## config.mk

```make
export PLATFORM = sky130hd
export DESIGN_NAME = multicycle_control
export DESIGN_NICKNAME = d
export VERILOG_FILES = /design/src/rtl/multicycle_control_pkg.sv /design/src/rtl/multicycle_control.sv
export SDC_FILE = /design/constraint.sdc
export NUM_CORES = 1
export LEC_CHECK = 0
export ABC_AREA = 1
export CORE_UTILIZATION = 37
export DETAILED_ROUTE_END_ITERATION = 6
export GPL_TIMING_DRIVEN = 0
export HOLD_SLACK_MARGIN = 0.12
export MAX_ROUTING_LAYER = met4
export PLACE_DENSITY = 0.86
export RECOVER_POWER = 50
export SYNTH_ARGS = -nofsm -noshare
export SYNTH_HDL_FRONTEND = slang
export SYNTH_SLANG_ARGS = --single-unit
export TNS_END_PERCENT = 30
```

## constraint.sdc

```tcl
create_clock -name clk -period 1.25 [get_ports clk]
set_input_delay 0.1875 -clock clk [delete_from_list [all_inputs] [get_ports clk]]
set_output_delay 0.1875 -clock clk [all_outputs]
set_load 0.1 [all_outputs]
```

## src/rtl/multicycle_control_pkg.sv

```systemverilog
// Shared definitions for the multicycle processor control unit: state encoding,
// opcode constants, ALU operation codes and datapath mux select codes.
package multicycle_control_pkg;

    typedef enum logic [3:0] {
        S_FETCH     = 4'd0,
        S_DECODE    = 4'd1,
        S_MEM_ADDR  = 4'd2,
        S_MEM_READ  = 4'd3,
        S_MEM_WB    = 4'd4,
        S_MEM_WRITE = 4'd5,
        S_EXECUTE   = 4'd6,
        S_R_WB      = 4'd7,
        S_BRANCH    = 4'd8,
`ifdef MULTICYCLE_CONTROL_JAL_EN
        S_JAL       = 4'd9,
`endif
        S_HALT      = 4'd10
    } state_t;

    localparam logic [6:0] OP_LOAD   = 7'b0000011;
    localparam logic [6:0] OP_STORE  = 7'b0100011;
    localparam logic [6:0] OP_RTYPE  = 7'b0110011;
    localparam logic [6:0] OP_BRANCH = 7'b1100011;
    localparam logic [6:0] OP_JAL    = 7'b1101111;

    // Also consumed by the ALU control decoder.
    localparam logic [1:0] ALU_ADD   = 2'b00;
    localparam logic [1:0] ALU_SUB   = 2'b01;
    localparam logic [1:0] ALU_FUNCT = 2'b10;

    localparam logic [1:0] PC_SRC_ALU    = 2'b00;
    localparam logic [1:0] PC_SRC_ALUOUT = 2'b01;
    localparam logic [1:0] PC_SRC_JUMP   = 2'b10;

    localparam logic [1:0] SRC_B_RS2   = 2'b00;
    localparam logic [1:0] SRC_B_FOUR  = 2'b01;
    localparam logic [1:0] SRC_B_IMM   = 2'b10;
    localparam logic [1:0] SRC_B_BRIMM = 2'b11;

    localparam logic [1:0] M2R_ALUOUT = 2'b00;
    localparam logic [1:0] M2R_MDR    = 2'b01;
    localparam logic [1:0] M2R_PC     = 2'b10;

    function automatic state_t decode_next(input logic [6:0] op);
        case (op)
            OP_LOAD, OP_STORE: decode_next = S_MEM_ADDR;
            OP_RTYPE:          decode_next = S_EXECUTE;
            OP_BRANCH:         decode_next = S_BRANCH;
`ifdef MULTICYCLE_CONTROL_JAL_EN
            OP_JAL:            decode_next = S_JAL;
`endif
            default:           decode_next = S_HALT;
        endcase
    endfunction

endpackage

```

## src/rtl/multicycle_control.sv

```systemverilog
// Moore control FSM for a multicycle RISC-V style datapath (ir_write/pc_write in
// FETCH follow mem_ready). Optional JAL support via MULTICYCLE_CONTROL_JAL_EN.
module multicycle_control
    import multicycle_control_pkg::*;
(
    input  logic       clk,
    input  logic       rst_n,
    input  logic [6:0] opcode,
    input  logic       mem_ready,
    output logic       pc_write,
    output logic       pc_write_cond,
    output logic [1:0] pc_source,
    output logic       i_or_d,
    output logic       mem_read,
    output logic       mem_write,
    output logic       ir_write,
    output logic       reg_write,
    output logic [1:0] mem_to_reg,
    output logic       alu_src_a,
    output logic [1:0] alu_src_b,
    output logic [1:0] alu_op,
    output logic       illegal
);

    state_t state_q, state_d;

    always_ff @(posedge clk or negedge rst_n) begin
        if (!rst_n) state_q <= S_FETCH;
        else        state_q <= state_d;
    end

    always_comb begin
        state_d       = state_q;
        pc_write      = 1'b0;
        pc_write_cond = 1'b0;
        pc_source     = PC_SRC_ALU;
        i_or_d        = 1'b0;
        mem_read      = 1'b0;
        mem_write     = 1'b0;
        ir_write      = 1'b0;
        reg_write     = 1'b0;
        mem_to_reg    = M2R_ALUOUT;
        alu_src_a     = 1'b0;
        alu_src_b     = SRC_B_RS2;
        alu_op        = ALU_ADD;
        illegal       = 1'b0;

        case (state_q)
            S_FETCH: begin
                mem_read  = 1'b1;
                alu_src_b = SRC_B_FOUR;
                // Gated by rst_n so nothing is latched while reset holds the FSM here.
                ir_write  = mem_ready & rst_n;
                pc_write  = mem_ready & rst_n;
                if (mem_ready) state_d = S_DECODE;
            end
            S_DECODE: begin
                alu_src_b = SRC_B_BRIMM;
                state_d   = decode_next(opcode);
            end
            S_MEM_ADDR: begin
                alu_src_a = 1'b1;
                alu_src_b = SRC_B_IMM;
                state_d   = (opcode == OP_LOAD) ? S_MEM_READ : S_MEM_WRITE;
            end
            S_MEM_READ: begin
                mem_read = 1'b1;
                i_or_d   = 1'b1;
                if (mem_ready) state_d = S_MEM_WB;
            end
            S_MEM_WB: begin
                reg_write  = 1'b1;
                mem_to_reg = M2R_MDR;
                state_d    = S_FETCH;
            end
            S_MEM_WRITE: begin
                mem_write = 1'b1;
                i_or_d    = 1'b1;
                if (mem_ready) state_d = S_FETCH;
            end
            S_EXECUTE: begin
                alu_src_a = 1'b1;
                alu_op    = ALU_FUNCT;
                state_d   = S_R_WB;
            end
            S_R_WB: begin
                reg_write = 1'b1;
                state_d   = S_FETCH;
            end
            S_BRANCH: begin
                alu_src_a     = 1'b1;
                alu_op        = ALU_SUB;
                pc_write_cond = 1'b1;
                pc_source     = PC_SRC_ALUOUT;
                state_d       = S_FETCH;
            end
`ifdef MULTICYCLE_CONTROL_JAL_EN
            S_JAL: begin
                pc_write   = 1'b1;
                pc_source  = PC_SRC_JUMP;
                reg_write  = 1'b1;
                mem_to_reg = M2R_PC;
                state_d    = S_FETCH;
            end
`endif
            S_HALT: begin
                illegal = 1'b1;
            end
            default: state_d = S_HALT;
        endcase
    end

endmodule
```

## Word-level counts from Yosys, hierarchy flattened

Cells that the tools add are included.

| word-level totals | value |
|---|---|
| bits in registers | 4 |
| input port bits | 10 |

| cells by class | value |
|---|---|
| equal/unequal tests | 16 |
| multiplexer cells | 18 |
| bitwise logic cells | 2 |
| reduce and logical (&&, ||, !) cells | 8 |

Operator list:

| operator | count |
|---|---|
| one-hot mux 4 bit (8 select lines) | 1 |
| equality test 4 x 3 -> 1 bit (second input constant) | 4 |
| equality test 7 x 6 -> 1 bit (second input constant) | 2 |
| two-way mux 4 bit | 3 |
| one-hot mux 4 bit (3 select lines) | 1 |
| two-way mux 1 bit | 10 |
| equality test 4 x 2 -> 1 bit (second input constant) | 2 |
| equality test 4 bit (second input constant) | 2 |
| OR reduction 2 bit | 4 |
| equality test 7 x 2 -> 1 bit (second input constant) | 1 |
| equality test 7 bit (second input constant) | 1 |
| inequality test 2 bit (second input constant) | 3 |
| one-hot mux 2 bit (3 select lines) | 1 |
| OR reduction 3 bit | 2 |
| equality test 4 x 1 -> 1 bit (second input constant) | 1 |
| logical NOT 4 bit | 1 |
| one-hot mux 2 bit (2 select lines) | 1 |
| AND reduction 4 bit | 1 |
| two-way mux 3 bit | 1 |
| bitwise AND 1 bit | 1 |
| inverter 1 bit | 1 |

## Longest topological paths before layout

| logic depth | value |
|---|---|
| depth in word-level cells | 4 |
| mapped depth | 9 |
| mapped depth without buffers | 8 |

## Worst setup path after synthesis

No wires, ideal clock.

| timing path | value |
|---|---|
| path kind | register to output |
| start | register state_q[1] |
| end | output port alu_src_a |
| arrival | 2.830 ns |
| slack | -1.768 ns |
| cell stages (with the launch flop) | 7 |
| path through | dfrtp_1 > buf_2 > nor2_2 > nand2_1 > nor2_1 > nor2_1 > nand2_1 |

| between the ends | value |
|---|---|
| word-level cells in the longest chain between the ends | 3 |
| elaborated cells on any way between the ends | 5 |
| those cells by class | eq/ne: 3; mux: 1; reduce/logical: 1 |

RTL lines:

| what | RTL line | source |
|---|---|---|
| start: declaration | multicycle_control.sv:25 | `state_t state_q, state_d;` |
| start signal: assignment | multicycle_control.sv:29 | `else state_q <= state_d;` |
| equality test 4 bit, or another cell as far along | multicycle_control.sv:48 | `case (state_q)` |
| OR reduction 3 bit (no line) (*) | -- |  |
| two-way mux 1 bit (*) | multicycle_control.sv:48 |  |
| end: declaration | multicycle_control.sv:19 | `output logic alu_src_a,` |

Every way passes the cells marked *; elsewhere a longest branch is shown, timed or not.

## Worst setup path after layout

| timing path | value |
|---|---|
| start | register state_q[2] |
| end | output port pc_write |

| between the ends | value |
|---|---|
| word-level cells in the longest chain between the ends | 2 |

RTL lines:

| what | RTL line | source |
|---|---|---|
| logical NOT 4 bit | multicycle_control.sv:48 |  |
| two-way mux 1 bit | multicycle_control.sv:48 |  |
| end: declaration | multicycle_control.sv:10 | `output logic pc_write,` |

No other way between the ends.

==> results.toml <==
[logic_synthesis]
synthMostInstantiatedCell = "nand2_1"
synth_warnings = 0
avgSynthCellArea_um2 = 5.39
ys_top_cells_by_count = "nand2_1 (26), nor2_1 (19), inv_1 (11)"
synth_top_area_share_pct = 20.6
synth-edff-count = 0
synth.largest_area_cell = "dfrtp_1"
yosysUniqueCellTypes = 18
synth-seq-area-share_pct = 20.6
yosys-top-cells-area = "dfrtp_1 (21%), nand2_1 (20%), nor2_1 (15%)"
synth_seq_cells = 4
netlist_area_um2 = 485
async_reset_ff_share_pct = 100
synthFlopType = "dfrtp_1"
syn_inst = 90

[setup_path]
cp.arrival_ps = 1500
worstSetupStartpointType = "register"
slowest_stage = "dfrtp_2"
startpoint = "state_q[2]$_DFFE_PN0P_"
critPathRequiredTime_ps = 1060
crit_path_end = "pc_write"
regToRegSetupSlack_ps = -300
cp_cell_sequence = "nor2_1, nand2_2, nor2_4, buf_12, buf_12"
cp_max_fo = 4
path_class = "register to output port"
reg2reg_to = "state_q[2]$_DFFE_PN0P_"
cp_common_cell = "buf_12"
critPathMaxStageDelay_ps = 440
worstRegToRegCells = 8
endpoint_kind = "output port"
timing.rr.start = "state_q[1]$_DFFE_PN0P_"

[cells_and_area]
syn_to_final_growth_pct = 128
finish.utilization_pct = 95.6
largest-register = "state_q"
largest_reg_flops = 4
layout-drive-gt1-share_pct = 49.2
antenna_cells = 0
top_regs = "state_q: 4 flops"
final_cells = 140
fin_nets = 137

[grt]
use_met1_pct = 31.2
grt_pass1_vias = 595
grt_use_met2_pct = 40.3
grtUsageMet3_pct = 5.23
antenna_found_initial = 0
top_usage_layer = "met2"
grt_max_degree = 9
grt_remaining_overflow = 0
track_usage_pct = 25.9
grt_pass1_wl_mm = 2.53

[run_status]
violations = "setup timing"
status = "finished with violations"

[sta]
min_period_ps = 1690
setup_violations = 19
finClkSkew_ps = 1.98
hold_violations = 0
setup_ws_ps = -440
fmax_ghz = 0.592
min_period_over_period_pct = 135
report.final.slew_viol_count = 0
rsz0062_at_grt = "true"

[drt]
drc = 0
wl_mm = 2.29
first_pass_iters = 4
drt_iter0_markers = 71
viasPerCell = 5.49
wl_per_cell_um = 16.4
via_count = 769
ant_nets = 0

[clocking]
numCtsBuffers = 3
clockBufferDepth = 2
clkTransAtPathRegs_ps = 40
cts_tree = "built"
ctsHoldBuffers = 0
cts_root_buf = "clkbuf_4"
cts.htree.levels = 1
clk-insertion-delay-late_ps = 230
clock-sinks = 4

[floorplan]
initial_core_util_pct = 42.0
pin_count = 27
die_x_um = 38.2
die_height_um = 38.2
rows = 12
dieArea_um2 = 1460
core_area_um2 = 1160

[run]
cap_viol_max_count = 0

[hold_path]
min_path_type = "input pin to asynchronous set/reset pin"

[placement]
io_buffers = 24
place.gp.congestion = 0.861
dp_cells = 129
hpwl_um = 983
[final cells by class]
class                   instances  area (um2)
plain buffers                   5        57.6
clock buffers                   4        26.3
fillers                        28        51.3
inverters                      14        55.1
multi-input cells              68         410
flip-flops and latches          4         104
well taps                      14        17.5
repair buffers                 31         434
[layout by cell type (no fill, tap or decap), drive strengths merged, types with 3 or more instances in the layout]
| master | synthesis | routed |
|---|---|---|
| clkdlybuf4s50 | 0 | 9 |
| buf | 5 | 27 |
| nand3 | 6 | 6 |
| o21ai | 3 | 3 |
| nand2 | 30 | 30 |
| nor2 | 22 | 22 |
| dfrtp | 4 | 4 |
| inv | 14 | 14 |
| clkbuf | 0 | 4 |
[metrics by stage]
stage                     setup WS (ps)  cell area, um2  TNS [ps]  hold WS, ps
final                              -440            1100     -5900          184
after global routing               -482            1100     -6760          200
after CTS                          -382            1040     -4580          168
after detailed placement          -1190             855    -14930          417
after global placement            -1180             855    -14800          416
after floorplan                    -562             597     -6610         -108
[critical path: cells and delay by family (launching register included)]
kind	cells	cell delay, ps
simple gates	3	540
buf+inv	2	280
flops	1	440
[routing by layer]
layer,share of wire (%),vias up
met5,0,-
met4,2.6,0
met3,6.8,8
met2,53,55
met1,37,366
li1,-,340
[kinds of logic after synthesis]
family / synth area share, %
AOI/OAI and AO/OA: 7.22
DFF: 20.6
buffers and inverters: 18.0
other: 0.772
and+or+nand+nor: 53.3
[worst min path at each step]
stage	startpoint	endpoint	slack, ps	cells past startpoint
3_5_place_dp	rst_n	state_q[1]$_DFFE_PN0P_	420	1
3_3_place_gp	rst_n	state_q[1]$_DFFE_PN0P_	420	1
4_1_cts	rst_n	state_q[1]$_DFFE_PN0P_	170	1
5_1_grt	rst_n	state_q[1]$_DFFE_PN0P_	200	1
6_report	rst_n	state_q[1]$_DFFE_PN0P_	180	1
2_1_floorplan	rst_n	state_q[0]$_DFFE_PN0P_	-110	0
[repair_timing]
item,in CTS,in global routing
gates cloned,0,0
gates resized for setup,136,8
pin swaps,1,2
buffers inserted,2,5
endpoints found under the setup margin,18,19
Power is left out: the tool's default activity adds up to more than one toggle a clock period on the data nets, which glitch-free logic cannot reach.
